### config.mk
export PLATFORM = sky130hd
export DESIGN_NAME = desp_sched
export DESIGN_NICKNAME = d
export VERILOG_FILES = /design/src/rtl/desp_sched.sv
export SDC_FILE = /design/constraint.sdc
export NUM_CORES = 1
export LEC_CHECK = 0
export BUFFER_PORTS_ARGS = -buffer_cell sky130_fd_sc_hd__buf_2
export CORE_ASPECT_RATIO = 1.1
export CORE_MARGIN = 3
export CORE_UTILIZATION = 44
export CTS_CLUSTER_DIAMETER = 60
export CTS_CLUSTER_SIZE = 12
export DETAILED_ROUTE_END_ITERATION = 16
export SLEW_MARGIN = 20
export SYNTH_ARGS = -nofsm -noshare
export SYNTH_HDL_FRONTEND = slang
export SYNTH_SLANG_ARGS = --single-unit
### constraint.sdc
create_clock -name clk -period 3.06 [get_ports clk]
set_input_delay 0.612 -clock clk [delete_from_list [all_inputs] [get_ports clk]]
set_output_delay 0.612 -clock clk [all_outputs]
set_load 0.005 [all_outputs]
### src/rtl/desp_sched.sv
// Dispenser scheduler: round-robin grant of one valve among three request channels,
// with pause on supply loss, timed settle, request-drop abort and alarm fault handling.
module desp_sched #(
  parameter int DISP_CYCLES   = 16,
  parameter int SETTLE_CYCLES = 4,
  parameter int PAUSE_TIMEOUT = 64
) (
  input  logic       clk,
  input  logic       reset,
  input  logic [2:0] req,
  input  logic       al_in,
  input  logic       c_in,
  output logic [2:0] gnt,
  output logic       valve,
  output logic       busy,
  output logic       done,
  output logic       abort,
  output logic [1:0] done_id,
  output logic       fault
);

  localparam logic [15:0] DISP_LAST   = 16'(DISP_CYCLES - 1);
  localparam logic [15:0] SETTLE_LAST = 16'(SETTLE_CYCLES - 1);
  localparam logic [15:0] PAUSE_LAST  = 16'(PAUSE_TIMEOUT - 1);

  typedef enum logic [2:0] {
    IDLE     = 3'd0,
    DISPENSE = 3'd1,
    PAUSE    = 3'd2,
    SETTLE   = 3'd3,
    FAULT    = 3'd4
  } state_t;

  state_t      state, state_nxt;
  logic [15:0] dcnt, dcnt_nxt;   // valve-open cycles served; survives PAUSE
  logic [15:0] tcnt, tcnt_nxt;   // per-state timer for PAUSE and SETTLE
  logic [1:0]  ptr, ptr_nxt;     // first channel of the next round-robin search
  logic [1:0]  cur, cur_nxt;
  logic        abt, abt_nxt;
  logic [2:0]  gnt_nxt;
  logic        valve_nxt, busy_nxt, done_nxt, abort_nxt, fault_nxt;
  logic [1:0]  done_id_nxt;
  logic [1:0]  pick;

  function automatic logic [1:0] rr_pick(input logic [2:0] r, input logic [1:0] p);
    logic [2:0] rot;
    logic [1:0] k;
    logic [2:0] s;
    unique case (p)
      2'd1:    rot = {r[0], r[2], r[1]};
      2'd2:    rot = {r[1], r[0], r[2]};
      default: rot = r;
    endcase
    if (rot[0])      k = 2'd0;
    else if (rot[1]) k = 2'd1;
    else             k = 2'd2;
    s = {1'b0, p} + {1'b0, k};
    return (s >= 3'd3) ? 2'(s - 3'd3) : s[1:0];
  endfunction

  function automatic logic [2:0] onehot(input logic [1:0] idx);
    unique case (idx)
      2'd0:    return 3'b001;
      2'd1:    return 3'b010;
      default: return 3'b100;
    endcase
  endfunction

  assign pick = rr_pick(req, ptr);

  always_comb begin
    state_nxt   = state;
    dcnt_nxt    = dcnt;
    tcnt_nxt    = tcnt;
    ptr_nxt     = ptr;
    cur_nxt     = cur;
    abt_nxt     = abt;
    done_nxt    = 1'b0;
    abort_nxt   = 1'b0;
    done_id_nxt = done_id;

    unique case (state)
      IDLE: begin
        if (al_in) begin
          state_nxt = FAULT;
        end else if ((req != 3'b000) && c_in) begin
          state_nxt = DISPENSE;
          cur_nxt   = pick;
          ptr_nxt   = (pick == 2'd2) ? 2'd0 : pick + 2'd1;
          dcnt_nxt  = '0;
          abt_nxt   = 1'b0;
        end
      end
      DISPENSE: begin
        // Request drop outranks supply loss so a simultaneous drop aborts instead of pausing.
        if (al_in) begin
          state_nxt = FAULT;
        end else if (!req[cur]) begin
          state_nxt = SETTLE;
          abt_nxt   = 1'b1;
        end else if (!c_in) begin
          state_nxt = PAUSE;
        end else if (dcnt == DISP_LAST) begin
          state_nxt = SETTLE;
        end else begin
          dcnt_nxt = dcnt + 16'd1;
        end
      end
      PAUSE: begin
        if (al_in) begin
          state_nxt = FAULT;
        end else if (!req[cur]) begin
          state_nxt = SETTLE;
          abt_nxt   = 1'b1;
        end else if (c_in) begin
          state_nxt = DISPENSE;
        end else if (tcnt == PAUSE_LAST) begin
          state_nxt = FAULT;
        end else begin
          tcnt_nxt = tcnt + 16'd1;
        end
      end
      SETTLE: begin
        if (al_in) begin
          state_nxt = FAULT;
        end else if (tcnt == SETTLE_LAST) begin
          state_nxt   = IDLE;
          done_id_nxt = cur;
          done_nxt    = !abt;
          abort_nxt   = abt;
        end else begin
          tcnt_nxt = tcnt + 16'd1;
        end
      end
      FAULT: begin
        if (!al_in && c_in) state_nxt = IDLE;
      end
      default: state_nxt = IDLE;
    endcase

    if (state_nxt != state) tcnt_nxt = '0;

    busy_nxt  = (state_nxt != IDLE);
    valve_nxt = (state_nxt == DISPENSE);
    fault_nxt = (state_nxt == FAULT);
    gnt_nxt   = ((state_nxt == DISPENSE) || (state_nxt == PAUSE) || (state_nxt == SETTLE))
                ? onehot(cur_nxt) : 3'b000;
  end

  always_ff @(posedge clk or negedge reset) begin
    if (!reset) begin
      state   <= IDLE;
      dcnt    <= '0;
      tcnt    <= '0;
      ptr     <= '0;
      cur     <= '0;
      abt     <= 1'b0;
      gnt     <= '0;
      valve   <= 1'b0;
      busy    <= 1'b0;
      done    <= 1'b0;
      abort   <= 1'b0;
      done_id <= '0;
      fault   <= 1'b0;
    end else begin
      state   <= state_nxt;
      dcnt    <= dcnt_nxt;
      tcnt    <= tcnt_nxt;
      ptr     <= ptr_nxt;
      cur     <= cur_nxt;
      abt     <= abt_nxt;
      gnt     <= gnt_nxt;
      valve   <= valve_nxt;
      busy    <= busy_nxt;
      done    <= done_nxt;
      abort   <= abort_nxt;
      done_id <= done_id_nxt;
      fault   <= fault_nxt;
    end
  end

endmodule

Word-level counts from Yosys, hierarchy flattened
Cells that the tools add are included.

Output and inout bits: 10. Bits in latches: 0. Register bits: 50. Memories: 0. Memory bits (read-only): 0. Logic and storage cells: 122. RAM bits: 0.

Bitwise gates (word level): 1. Divide/modulo/power cells: 0. Shift-type cells: 0. Multiply operators: 0. $add $sub $neg: 5. $lt $le $gt $ge: 2. Eq/ne operators: 30. Reductions and logical operators: 19. Muxes and demuxes: 52.

Operators by type and width (count): $mux W16 (13); $pmux W16 S2 (2); $mux W3 (14); $add A16 B1 Y16 const B (2); $ne A3 B3 Y1 const B (6); $eq A16 B2 Y1 const B (1); $eq A16 B4 Y1 const B (1); $eq A16 B6 Y1 const B (1); $ne A2 B2 Y1 const B (8); $pmux W3 S5 (1); $mux W2 (7); $reduce_and A7 Y1 (2); $eq A3 B2 Y1 const B (4); $mux W1 (11); $reduce_bool A3 Y1 (3); $eq A3 B1 Y1 const B (2); $eq A3 B3 Y1 const B (2); $pmux W3 S2 (1); $reduce_and A3 Y1 (2); $reduce_and A5 Y1 (1); $eq A2 B1 Y1 const B (2); $eq A2 B2 Y1 const B (2); $pmux W2 S2 (1); $reduce_bool A2 Y1 (2); 15 further kinds (18).

Logic depth before layout (Yosys ltp)
Depth after elaboration: 13. Depth in mapped cells: 17. Depth with buffers taken out: 17.

Least setup slack after synthesis
Ideal clock, no wire load.

Path type: register to register. Start: register ptr[1]. End: register gnt[1]. Clock period less this slack: 2.812 ns. Buffers on the path: 0. Setup time: 0.088 ns. Arrival time: 2.723 ns. Stages on the path, launching flop included: 17. Setup slack: 0.248 ns. Cell sequence: dfrtp_1 inv_1 ha_1 nand2_1 o21ai_0 a21oi_1 a21oi_1 ha_1 inv_1 fa_1 inv_1 ha_1 nor2b_1 nand2_1 o211a_1 a21o_1 nor3b_1.

Cells in the longest elaborated chain, start to end: 13. Elaborated cells on any way between the ends: 16. Classes of those cells: add/sub (2); order compare (1); eq/ne (3); mux (9); reduce/logical (1).

RTL lines: start: declaration (line 37) `logic [1:0] ptr, ptr_nxt;`; start signal: assignment (line 169) `ptr <= ptr_nxt;`; $eq A2 B2 Y1 / $eq A2 B1 Y1 (equally long branches) (line 49) `unique case (p)`; $pmux W2 S2 (line 49); $mux W2 (line 55) `else if (rot[1]) k = 2'd1;`; $mux W2 (line 54) `if (rot[0]) k = 2'd0;`; $add A2 B2 Y3 * (line 57) `s = {1'b0, p} + {1'b0, k};`; $ge A3 B2 Y1 / $sub A2 B2 Y2 (equally long branches) (line 58) `return (s >= 3'd3) ? 2'(s - 3'd3) : s[1:0];`; $mux W2 * (line 58); $mux W2 * (line 86) `end else if ((req != 3'b000) && c_in) begin`; $mux W2 * (line 84) `if (al_in) begin`; $mux W2 * (line 82) `unique case (state)`; net cur_nxt[1] (line 38) `logic [1:0] cur, cur_nxt;`; $eq A2 B1 Y1 / $logic_not A2 Y1 (equally long branches) (line 62) `unique case (idx)`; $pmux W3 S2 * (line 62); $mux W3 * (line 147) `? onehot(cur_nxt) : 3'b000;`; net gnt_nxt[1] (line 40) `logic [2:0] gnt_nxt;`; end signal: assignment (line 172) `gnt <= gnt_nxt;`; end: declaration (line 13) `output logic [2:0] gnt,`.

The timed path passes the listed nets; every way through them passes the cells marked *. A chain may end at the register's enable or synchronous reset.

Worst setup path after layout
Start: register ptr[1]. End: register gnt[2].

The elaborated chain is that of the path after synthesis.

==> tab_implementation.tex <==
\begin{tabular}{lr}
\hline
Metric & Value \\
\hline
\multicolumn{2}{l}{\textbf{Status}} \\
Outcome & complete, no violations \\
\multicolumn{2}{l}{\textbf{Timing}} \\
Final-report max-slew violation count & 0 \\
Relative max-transition margin & 63.5\% \\
Final period util & 93.9\% \\
Minimum period implied by the final worst setup slack & 2.87 ns \\
Final hold violation count & 0 \\
Unrepaired setup endpoints after global routing & true \\
Post-route worst hold slack & 0.273 ns \\
Setup TNS & 0 ns \\
Transition time at the pin with the least slew margin & 0.547 ns \\
F\_max & 0.348 GHz \\
Worst Skew & 0.00772 ns \\
Number of failing setup endpoints in the final timing report & 0 \\
\multicolumn{2}{l}{\textbf{Floorplan}} \\
Total Die Area & 0.00758 mm2 \\
Die height & 91.0 um \\
Count of standard-cell rows & 30 \\
Effective utilization at floorplan & 46.1\% \\
Die outline width & 83.3 um \\
Core footprint & 0.00627 mm2 \\
\# IOs & 17 \\
\multicolumn{2}{l}{\textbf{Critical path}} \\
Type of destination of the critical path & register \\
Register-to-register setup slack & 0.19 ns \\
Number of buffers and inverters on the critical path & 4 \\
Slowest Stage Delay on Critical Path & 0.56 ns \\
Arrival time at the worst endpoint & 3.11 ns \\
Capture instance of the worst register-to-register path & gnt[2] \\
CP max stage cell & sky130\_fd\_sc\_hd\_\_fa\_1 \\
Largest fanout on the critical path & 5 \\
Number of cells traversed by the worst register-to-register path & 16 \\
Crit start category & register \\
Data required time at the worst endpoint & 3.29 ns \\
Critical setup path kind & register to register \\
Critical path's top delay family & adder cells \\
Worst R2R Start & ptr[1] \\
Critical Path, Cell by Cell & buf\_4, ha\_4, o21ai\_1, a21oi\_1, a21oi\_1, ha\_2, inv\_2, fa\_1, inv\_1, ha\_2, nor2b\_4, nor2b\_4, o211a\_1, a21o\_1, inv\_1, nor2\_1 \\
\multicolumn{2}{l}{\textbf{Power}} \\
Switching power as a share of total power & 34.4\% \\
Sw Pwr & 0.734 mW \\
Final Power & 2.13 mW \\
Sequential fraction of design power & 35.8\% \\
Power per cell area & 661 mW/mm2 \\
Combinational cell fraction of total power & 42.6\% \\
Internal power & 1.40 mW \\
Peak supply drop & 0.735 mV \\
Pleak & 1.40 nW \\
Share of power burned in the clock network & 21.6\% \\
\multicolumn{2}{l}{\textbf{Synth}} \\
Syn\_nets & 315 \\
Biggest area consumer among synthesized cells & sky130\_fd\_sc\_hd\_\_dfrtp\_1 \\
Most frequent cell after synthesis & sky130\_fd\_sc\_hd\_\_dfrtp\_1 \\
Fraction of the yosys area taken by sequential cells & 43.3\% \\
Main area contributors after synthesis & sky130\_fd\_sc\_hd\_\_dfrtp\_1, sky130\_fd\_sc\_hd\_\_nor2\_1, sky130\_fd\_sc\_hd\_\_xor2\_1 \\
Leading post-synthesis cells by instance count & sky130\_fd\_sc\_hd\_\_dfrtp\_1, sky130\_fd\_sc\_hd\_\_nor2\_1, sky130\_fd\_sc\_hd\_\_nand2\_1 \\
Share of async-settable or async-resettable flops after synthesis & 100\% \\
Most common flop cell mapped by yosys & sky130\_fd\_sc\_hd\_\_dfrtp\_1 \\
Mean Syn Cell Area & 9.61 um2 \\
YS warnings & 0 \\
Number of flops mapped to enable cells by yosys & 0 \\
Share of the synthesized area in the top cell type & 43.3\% \\
Gate count of the mapped netlist & 301 \\
Synthesized cell area & 0.00289 mm2 \\
Count of cell types in the netlist & 60 \\
Synthesis-stage register bit count & 50 \\
\multicolumn{2}{l}{\textbf{Clock network}} \\
Num CTS Buffers & 5 \\
Buffer type at the clock tree root & sky130\_fd\_sc\_hd\_\_clkbuf\_8 \\
Number of hold-repair buffers added at the cts stage & 0 \\
TritonCTS clock tree & done \\
Clk buf depth & 2 \\
Clock tree sinks & 50 \\
Source-to-sink clock delay at the later pin of the worst-skew pair & 0.30 ns \\
Clock-pin slew on the worst setup and hold paths & 0.09 ns \\
H-Tree Level Count & 2 \\
\multicolumn{2}{l}{\textbf{Global route}} \\
Initial antenna violation count & 0 \\
Global-route wire length before repair & 10300 um \\
Remaining global-route overflow & 0 \\
Via count of the first global-routing pass & 2142 \\
Total routing resource utilization after global routing & 16.5\% \\
Maximum number of pins on one net before global-route repair & 28 \\
\multicolumn{2}{l}{\textbf{Min path}} \\
Worst hold path type & input pin to async pin \\
\multicolumn{2}{l}{\textbf{Detailed routing}} \\
Initial DRC count & 89 \\
Sum of routed wire length over all layers & 5930 um \\
Via/cell ratio & 5.56 \\
Total via count in the routed design & 2247 \\
Count of TritonRoute iterations in the first routing pass & 4 \\
Drc violations & 0 \\
Count of nets left with antenna violations after detail routing & 0 \\
Routed WL per cell & 14.7 um \\
\multicolumn{2}{l}{\textbf{Place}} \\
HPWL after detailed placement & 4140 um \\
Post-Place Cells & 391 \\
Number of input and output port buffers inserted & 16 \\
Final RePlAce weighted congestion & 0.794 \\
\multicolumn{2}{l}{\textbf{Finish}} \\
Ratio of cells with drive above 1 in the final layout & 18.5\% \\
Final \#Nets & 337 \\
Inserted Diodes & 0 \\
Area growth from synthesis to layout & 11.6\% \\
Non-filler cells, final & 404 \\
\multicolumn{2}{l}{\textbf{Run}} \\
Max\_cap viols & 0 \\
\hline
\end{tabular}
[per-layer routing]
layer  part of all wire [%]  GRT usage (%)  routed length [um]  vias to the layer above
met5                      0              0                   0                        -
met4                    1.5           4.63                  88                        0
li1                       -              -                   -                     1123
met1                     47           22.3                2770                     1074
met3                    2.8           3.09                 167                       11
met2                     49           27.1                2910                       39
[registers in the layout (all words and copies together), names as in the netlist]
name and count:
dcnt 16, tcnt 16, gnt 3, state 3, cur 2, done_id 2, ptr 2, abort 1
abt 1, busy 1, done 1, fault 1, valve 1
[cells by family after synthesis]
| group | share of synthesized area (%) |
|---|---|
| mux | 1.13 |
| buf+inv | 4.63 |
| compound gates | 12.4 |
| flops | 43.3 |
| fa+ha+maj | 3.29 |
| simple gates | 27.4 |
| xor+xnor | 7.88 |
[per-stage QoR]
step / cell area (um2) / worst slack [ns] / util (%)
floorplan: 2890 / 0.248 / -
global placement: 3020 / 0.0623 / 48.2
detailed placement: 3020 / -0.0185 / 48.2
CTS: 3140 / 0.0430 / 50.0
global route: 3230 / -0.0539 / 51.5
finish: 3230 / 0.186 / 51.5
[worst max path at each step]
stage | slack [ns] | cells after the start | from | to
floorplan | 0.25 | 16 | ptr[1] | gnt[1]
global placement | 0.06 | 15 | req[2] | gnt[1]
detailed placement | -0.02 | 15 | req[2] | gnt[1]
CTS | 0.04 | 16 | ptr[1] | gnt[1]
global route | -0.05 | 17 | ptr[0] | gnt[2]
finish | 0.19 | 16 | ptr[1] | gnt[2]
[power by group through the flow]
stage                     logic [mW]  registers (mW)  clock network [mW]
final                          0.908           0.763               0.461
after global routing            1.01           0.773               0.509
after CTS                      0.682           0.759               0.476
after detailed placement       0.661           0.771                   0
after global placement         0.646           0.771                   0
after floorplan                0.512           0.754                   0
[cells in the final DEF, fill, tap and decap left out, types with 3 or more instances in the layout]
master and count:
sky130_fd_sc_hd__dfrtp_1 50, sky130_fd_sc_hd__nor2_1 36, sky130_fd_sc_hd__nand2_1 24, sky130_fd_sc_hd__buf_2 16, sky130_fd_sc_hd__xor2_1 15, sky130_fd_sc_hd__o21ai_0 14, sky130_fd_sc_hd__xnor2_1 11, sky130_fd_sc_hd__buf_4 11
sky130_fd_sc_hd__nor3_1 10, sky130_fd_sc_hd__nand3_1 10, sky130_fd_sc_hd__a21oi_1 9, sky130_fd_sc_hd__inv_1 7, sky130_fd_sc_hd__nor4_1 7, sky130_fd_sc_hd__and3_1 6, sky130_fd_sc_hd__nand4_1 6, sky130_fd_sc_hd__o211ai_1 5
sky130_fd_sc_hd__nor2b_1 5, sky130_fd_sc_hd__o2111ai_1 5, sky130_fd_sc_hd__clkbuf_8 5, sky130_fd_sc_hd__nand3b_1 4, sky130_fd_sc_hd__inv_2 4, sky130_fd_sc_hd__and4_1 4, sky130_fd_sc_hd__or3_1 4, sky130_fd_sc_hd__a31oi_1 3
[repair_timing]
item / 4_1_cts / 5_1_grt
setup endpoints to repair: 3 / 6
buffers inserted: 0 / 5
resized for setup: 1 / 15
pin swaps: 0 / 5
[area by class of cell]
class	count	area (um2)
clock inverters	2	37.5
clock buffers	6	72.6
fillers	599	3040
well taps	80	100
repair buffers	27	163
inverters	11	41.3
flip-flops and latches	50	1250
multi-input cells	228	1560
(Power assumes the default switching activity.)
